**src/rtl/div_unit.sv**
```systemverilog
// div_unit: iterative restoring divider for DIV/DIVU/REM/REMU, one quotient bit per cycle.
// Build option DIV_FAST_SPECIAL_EN: divide-by-zero and signed overflow finish in a single cycle.
module div_unit #(
  parameter int DATA_WIDTH = 32
) (
  input  logic                  clk,
  input  logic                  rst,
  input  logic                  Start_i,
  input  logic [2:0]            Funct3_i,
  input  logic [DATA_WIDTH-1:0] SrcA_i,
  input  logic [DATA_WIDTH-1:0] SrcB_i,
  input  logic                  Flush_i,
  output logic                  Busy_o,
  output logic                  Done_o,
  output logic [DATA_WIDTH-1:0] Result_o
);

  localparam int CNT_W = (DATA_WIDTH > 1) ? $clog2(DATA_WIDTH) : 1;
  localparam logic [CNT_W-1:0] LAST_ITER = CNT_W'(DATA_WIDTH - 1);

  typedef enum logic [1:0] {IDLE, CALC, FIX, DONE} state_t;

  state_t                state_q, state_d;
  logic [CNT_W-1:0]      cnt_q;
  logic [DATA_WIDTH-1:0] quo_q;      // dividend magnitude shifts out, quotient bits shift in
  logic [DATA_WIDTH-1:0] rem_q;
  logic [DATA_WIDTH-1:0] dvs_q;
  logic [DATA_WIDTH-1:0] result_q;
  logic                  is_rem_q;
  logic                  neg_quo_q;
  logic                  neg_rem_q;
  logic                  div_zero_q;

  logic                  is_signed;
  logic                  a_neg;
  logic                  b_neg;
  logic [DATA_WIDTH-1:0] a_mag;
  logic [DATA_WIDTH-1:0] b_mag;
  logic                  div_zero;
  logic                  accept;
  logic [DATA_WIDTH:0]   trial;
  logic [DATA_WIDTH-1:0] quo_fix;
  logic [DATA_WIDTH-1:0] rem_fix;
  logic [DATA_WIDTH-1:0] fix_res;

  // NOTE: every always_comb output gets a default first so no path can leave it unassigned (no latches).
  always_comb begin
    is_signed = ~Funct3_i[0];
    a_neg     = is_signed & SrcA_i[DATA_WIDTH-1];
    b_neg     = is_signed & SrcB_i[DATA_WIDTH-1];
    a_mag     = a_neg ? -SrcA_i : SrcA_i;
    b_mag     = b_neg ? -SrcB_i : SrcB_i;
    div_zero  = (SrcB_i == '0);
    accept    = ((state_q == IDLE) || (state_q == DONE)) && Start_i && Funct3_i[2] && !Flush_i;
  end

`ifdef DIV_FAST_SPECIAL_EN
  localparam logic [DATA_WIDTH-1:0] MOST_NEG = DATA_WIDTH'(1) << (DATA_WIDTH - 1);

  logic                  overflow;
  logic                  special;
  logic [DATA_WIDTH-1:0] special_res;

  always_comb begin
    overflow    = is_signed && (SrcA_i == MOST_NEG) && (SrcB_i == '1);
    special     = div_zero | overflow;
    special_res = '0;
    if (div_zero) special_res = Funct3_i[1] ? SrcA_i : '1;
    else          special_res = Funct3_i[1] ? '0 : SrcA_i;
  end
`endif

  // Restoring step: shift the next dividend bit into the partial remainder, subtract if it fits.
  always_comb begin
    trial   = {rem_q, quo_q[DATA_WIDTH-1]} - {1'b0, dvs_q};
    quo_fix = div_zero_q ? '1 : (neg_quo_q ? -quo_q : quo_q);
    rem_fix = neg_rem_q ? -rem_q : rem_q;
    fix_res = is_rem_q ? rem_fix : quo_fix;
  end

  always_comb begin
    state_d = state_q;
    case (state_q)
      IDLE, DONE: begin
        if (accept) begin
`ifdef DIV_FAST_SPECIAL_EN
          state_d = special ? DONE : CALC;
`else
          state_d = CALC;
`endif
        end else if (state_q == DONE) begin
          state_d = IDLE;
        end
      end
      CALC:    if (cnt_q == LAST_ITER) state_d = FIX;
      FIX:     state_d = DONE;
      default: state_d = IDLE;
    endcase
    if (Flush_i) state_d = IDLE;
  end

  // NOTE: sequential state uses non-blocking assignments so all registers update from pre-edge values.
  // NOTE: the datapath registers are reset too, so an aborted op leaves no residue visible after reset.
  always_ff @(posedge clk or posedge rst) begin
    if (rst) begin
      state_q    <= IDLE;
      cnt_q      <= '0;
      quo_q      <= '0;
      rem_q      <= '0;
      dvs_q      <= '0;
      result_q   <= '0;
      is_rem_q   <= 1'b0;
      neg_quo_q  <= 1'b0;
      neg_rem_q  <= 1'b0;
      div_zero_q <= 1'b0;
    end else begin
      state_q <= state_d;
      if (accept) begin
        cnt_q      <= '0;
        quo_q      <= a_mag;
        rem_q      <= '0;
        dvs_q      <= b_mag;
        is_rem_q   <= Funct3_i[1];
        neg_quo_q  <= a_neg ^ b_neg;
        neg_rem_q  <= a_neg;
        div_zero_q <= div_zero;
`ifdef DIV_FAST_SPECIAL_EN
        if (special) result_q <= special_res;
`endif
      end else if (state_q == CALC) begin
        cnt_q <= cnt_q + 1'b1;
        if (!trial[DATA_WIDTH]) begin
          rem_q <= trial[DATA_WIDTH-1:0];
          quo_q <= {quo_q[DATA_WIDTH-2:0], 1'b1};
        end else begin
          rem_q <= {rem_q[DATA_WIDTH-2:0], quo_q[DATA_WIDTH-1]};
          quo_q <= {quo_q[DATA_WIDTH-2:0], 1'b0};
        end
      end else if ((state_q == FIX) && !Flush_i) begin
        result_q <= fix_res;
      end
    end
  end

  assign Busy_o   = (state_q == CALC) || (state_q == FIX);
  assign Done_o   = (state_q == DONE);
  assign Result_o = result_q;

endmodule

```
**config.mk**
```make
export PLATFORM = sky130hd
export DESIGN_NAME = div_unit
export DESIGN_NICKNAME = d
export VERILOG_FILES = /design/src/rtl/div_unit.sv
export SDC_FILE = /design/constraint.sdc
export NUM_CORES = 1
export LEC_CHECK = 0
export CORE_MARGIN = 3
export CORE_UTILIZATION = 59
export CTS_CLUSTER_DIAMETER = 50
export CTS_CLUSTER_SIZE = 20
export DETAILED_ROUTE_END_ITERATION = 8
export GPL_TIMING_DRIVEN = 0
export PLACE_DENSITY = 0.91
export SYNTH_ARGS = -nofsm -noshare
export SYNTH_HDL_FRONTEND = slang
export SYNTH_SLANG_ARGS = --single-unit
```
**constraint.sdc**
```tcl
create_clock -name clk -period 5 [get_ports clk]
set_clock_uncertainty 0.05 [all_clocks]
set_input_delay 0.5 -clock clk [delete_from_list [all_inputs] [get_ports clk]]
set_output_delay 0.5 -clock clk [all_outputs]
set_load 0.01 [all_outputs]
```
# == Yosys cells after proc, flatten, opt, wreduce, memory -nomap -nowiden ==
# Index checks and enable logic that the tools add are counted.
# totals
reg_bits,139
input_bits,71
# op_classes
add_sub_neg,6
n_eq_ne,6
muxes,19
bitwise_logic,6
n_reduce_logical,13
# ops
op,count
$mux W32,11
$neg A32 Y32,4
$sub A33 B32 Y33,1
$logic_not A32 Y1,1
$mux W5,2
$mux W2,4
$pmux W2 S3,1
$add A5 B1 Y5 const B,1
$eq A5 B5 Y1 const B,1
$eq A2 B2 Y1 const B,2
$logic_and A1 B1 Y1,4
$ne A4 B4 Y1 const B,1
$ne A3 B3 Y1 const B,1
$not A1 Y1,3
$reduce_and A3 Y1,1
$and A1 B1 Y1,2
$eq A2 B1 Y1 const B,1
$logic_not A2 Y1,1
$logic_or A1 B1 Y1,2
$reduce_and A2 Y1,1
$reduce_bool A2 Y1,1
$reduce_or A2 Y1,1
$logic_not A1 Y1,1
$mux W1,1
$xor A1 B1 Y1,1

# == Logic depth before layout (Yosys ltp) ==
# depth
ltp_word,8
ltp_mapped,13

# == Least setup slack after synthesis ==
# Ideal clock, no wire load.
# synth_timing
path_kind,reg2reg
startpoint,register quo_q[31]
endpoint,register rem_q[30]
arrival_ps,2730
required_time_ps,4813
slack_ps,2083
path_stages_with_launch,13
path_buffers,1
cell_sequence,dfrtp_1 -> inv_1 -> ha_1 -> fa_1 -> nor2b_1 -> o31ai_1 -> a2111oi_2 -> o211ai_1 -> a31o_2 -> nor2_4 -> buf_2 -> mux2i_1 -> a21oi_1
# synth_between
elab_chain_cells,4
# synth_rtl
element,line,text
"start, declared",25,logic [DATA_WIDTH-1:0] quo_q;
"start signal, assigned",120,quo_q <= a_mag;
"start signal, assigned",134,"quo_q <= {quo_q[DATA_WIDTH-2:0], 1'b1};"
"start signal, assigned",137,"quo_q <= {quo_q[DATA_WIDTH-2:0], 1'b0};"
$sub A33 B32 Y33,75,"trial = {rem_q, quo_q[DATA_WIDTH-1]} - {1'b0, dvs_q};"
$mux W32,132,if (!trial[DATA_WIDTH]) begin
$mux W32,130,end else if (state_q == CALC) begin
$mux W32,118,if (accept) begin
"end signal, assigned",133,rem_q <= trial[DATA_WIDTH-1:0];
"end signal, assigned",136,"rem_q <= {rem_q[DATA_WIDTH-2:0], quo_q[DATA_WIDTH-1]};"
"end, declared",26,logic [DATA_WIDTH-1:0] rem_q;
# No other way between the ends. The select of a mux whose other input is x is not followed.
# A chain may end at the register's enable or synchronous reset.

# == Final worst setup path ==
# layout_timing
startpoint,register quo_q[31]
endpoint,register rem_q[3]
# The elaborated chain is that of the path after synthesis.

==> results.ini <==
[outcome]
status=finished, final reports clean

[logic_synthesis]
yosysSeqAreaShare=0.330
synthArstFlopShare=1.00
avgSynthCellArea_um2=8.53
synthFlopType=dfrtp_1
yosysTopAreaCellShare=0.330
yosys.area.top_type=dfrtp_1
yosys.cell_types.count=80
synth_area_leaders=dfrtp_1, xor2_1, o21ai_0
syn_nets=1350
syn_inst=1237
ys_ff_latch=139
synth_edf_count=0
netlist_area_um2=10600
synth.yosys.warnings=0

[cts]
cts_buffers=17
cts_max_level=4
root_buffer=clkbuf_16
cts_tree=yes
clk_path_buf_depth=2
clkTransAtPathRegs_ns=0.06
post_cts_buffers=0
clock_sinks=139
clk_latency_ns=0.43
cts-resized-gates=0
ctsHoldBuffers=0

[placement]
port_buffers=104
gp_congestion=0.967
hpwl_mm=22.8
place_ws_ns=1.25
place_inst=1567

[timing]
final.min_clock_period_ns=3.96
rsz0062_at_grt=false
maxSlewHeadroom=0.427
drv_slew=0
setup_viol=0
setup_slack_ns=1.04
worstMarginPinSlew_ns=0.860
min_period_over_period=0.792
timing_hold_violations_final=0
fmax_mhz=252

[worst_setup_path]
crit_chain=inv_1, ha_1, fa_1, nor2b_1, o31ai_1, a2111oi_2, o211ai_1, a31o_2, nor2_4, buf_2, a21oi_1, a211oi_1
cp_slowest_cell=a2111oi_2
cp-end-kind=flop
critPathBufInv=2
startpoint_type=flop
arrival_ns=4.24
critPathMaxStageDelay_ns=0.62
critical_path.top_delay_family=compound AO/OA/AOI/OAI gates
path_class=flop to flop
worstPathMaxFanout=10
crit_required_ns=5.28

[layout]
area_delta_synth_final_pct=18.3
fin_util=0.717
fillers=1263
multiInputGateArea_um2=6590
fin_nets=1474
seqCellArea_um2=3480
fin_cells=1598
diodes=0
final_layout_size_suffix_gt1_frac=0.0539

[detailed_routing]
postRouteAntennaNets=0
wl_mm=30.6
via_per_inst=6.45
drt_pre_antenna_iters=6
vias=10300
wl_per_cell_um=19.1
drc_errors=0
drt_iter0_drc=1018

[power]
total_power_mw=9.67
clkPwrFrac=0.131
p_leak_nw=5.17
netSwitchingFraction=0.483
p_int_mw=5.00
max-vdd-ir-drop_uv=444
powerDensity_nw_per_um2=775
p_comb_frac=0.624
p_seq_frac=0.245
switchingPower_mw=4.68

[global_routing]
grt_max_degree=73
grt_pass1_vias=9797
antenna_found_initial=0
overflow=0
grt_pass1_wl_mm=49.2
grt_usage=0.309

[die]
die-area_um2=19500
design.core.area_um2=17400
fp.dieW_um=140
start_util=0.606
rows=48
pin_count=105
dieHeight_um=140

[hold_path]
hold_class=flop to flop

[job]
drv_cap=0

flip-flops by register name, summed over array words and instances, names as in the netlist:
signal and flops:
rem_q 32, is_rem_q 1, neg_rem_q 1, cnt_q 5, Result_o 32, div_zero_q 1, neg_quo_q 1, quo_q 32
dvs_q 32, state_q 2
kinds of logic (layout without fill, tap and decap cells):
group           Yosys count  in the layout  share of synthesized area
compound gates          386            386                      0.242
simple gates            351            351                      0.163
xor+xnor                148            148                      0.123
flops                   139            139                      0.330
buf+inv                 123            259                     0.0460
mux                      48             48                     0.0456
fa+ha+maj                42             42                     0.0505
power groups by stage:
stage	logic [mW]	registers, mW	clock network (mW)
after floorplan	4.34	2.21	0
final	6.04	2.37	1.26
after global placement	5.65	2.32	0
after CTS	5.91	2.34	1.26
after detailed placement	5.82	2.35	0
after global routing	6.59	2.43	1.31
routing by layer:
metal	global-route usage	share of wire	up-vias	wire [um]
met5	0	0	-	0
met3	0.0684	0.088	105	2690
met1	0.411	0.41	4942	12500
met4	0.116	0.037	0	1140
met2	0.499	0.47	549	14300
li1	-	-	4707	-
Yosys cell counts, types with 3 or more instances:
master,count
o211ai_1,4
or4_4,4
a21oi_1,68
a221oi_1,26
o21ai_0,128
clkbuf_1,50
a2111oi_0,3
nand2_1,149
ha_1,41
or4_1,9
mux2i_1,47
buf_4,3
nor2b_1,10
or3_1,9
a31oi_1,8
xor2_1,80
o211a_1,4
a21o_1,34
a211oi_1,23
dfrtp_1,139
nand3_1,8
o41ai_1,15
nor3b_1,5
nand2b_1,13
buf_2,8
nand4_1,6
buf_1,5
nor4_1,5
o21a_1,4
nor2_1,93
and3_1,6
o31ai_1,35
xnor2_1,68
nor3_1,11
inv_1,55
final timing paths:
check | start | endpoint | slack (ns) | cells after the start
max in group asynchronous | rst | dvs_q[19] | 3.64 | 3
worst min-delay path | Result_o[24] | Result_o[24] | 0.42 | 1
min in group asynchronous | rst | state_q[1] | 0.48 | 2
worst min register to register | Result_o[24] | Result_o[24] | 0.42 | 1
worst max-delay path | quo_q[31] | rem_q[3] | 1.04 | 12
worst max register to register | quo_q[31] | rem_q[3] | 1.04 | 12
layout make-up:
cell class              count  share of cell area
clock buffers              22              0.0372
multi-input cells         975               0.528
plain buffers              68              0.0223
inverters                  55              0.0169
repair buffers            105              0.0856
clock inverters             9             0.00912
flip-flops and latches    139               0.279
well taps                 225              0.0225
through the flow:
step / instance area (um^2) / TNS [ns] / hold WS (ns)
final: 12500 / 0 / 0.424
after global routing: 12500 / 0 / 0.457
after CTS: 12500 / 0 / 0.429
after detailed placement: 11900 / 0 / 0.415
after global placement: 11900 / -152.17 / 0.410
after floorplan: 10600 / 0 / 0.400
layout by cell type (no fill, tap or decap), types with 8 or more instances in the layout:
| master | instances |
|---|---|
| dfrtp_1 | 139 |
| ha_1 | 41 |
| nand3_1 | 8 |
| o21ai_0 | 128 |
| clkbuf_16 | 17 |
| a21o_1 | 34 |
| buf_2 | 8 |
| nor2_1 | 93 |
| clkdlybuf4s50_1 | 104 |
| a31oi_1 | 8 |
| a211oi_1 | 23 |
| o41ai_1 | 15 |
| xor2_1 | 80 |
| nand2b_1 | 13 |
| nor2b_1 | 10 |
| or4_1 | 9 |
| nand2_1 | 149 |
| mux2i_1 | 47 |
| o31ai_1 | 35 |
| clkbuf_1 | 53 |
| xnor2_1 | 68 |
| inv_1 | 54 |
| or3_1 | 9 |
| nor3_1 | 11 |
| a221oi_1 | 26 |
| a21oi_1 | 68 |
Note: power is estimated with default switching activity, not from simulation.
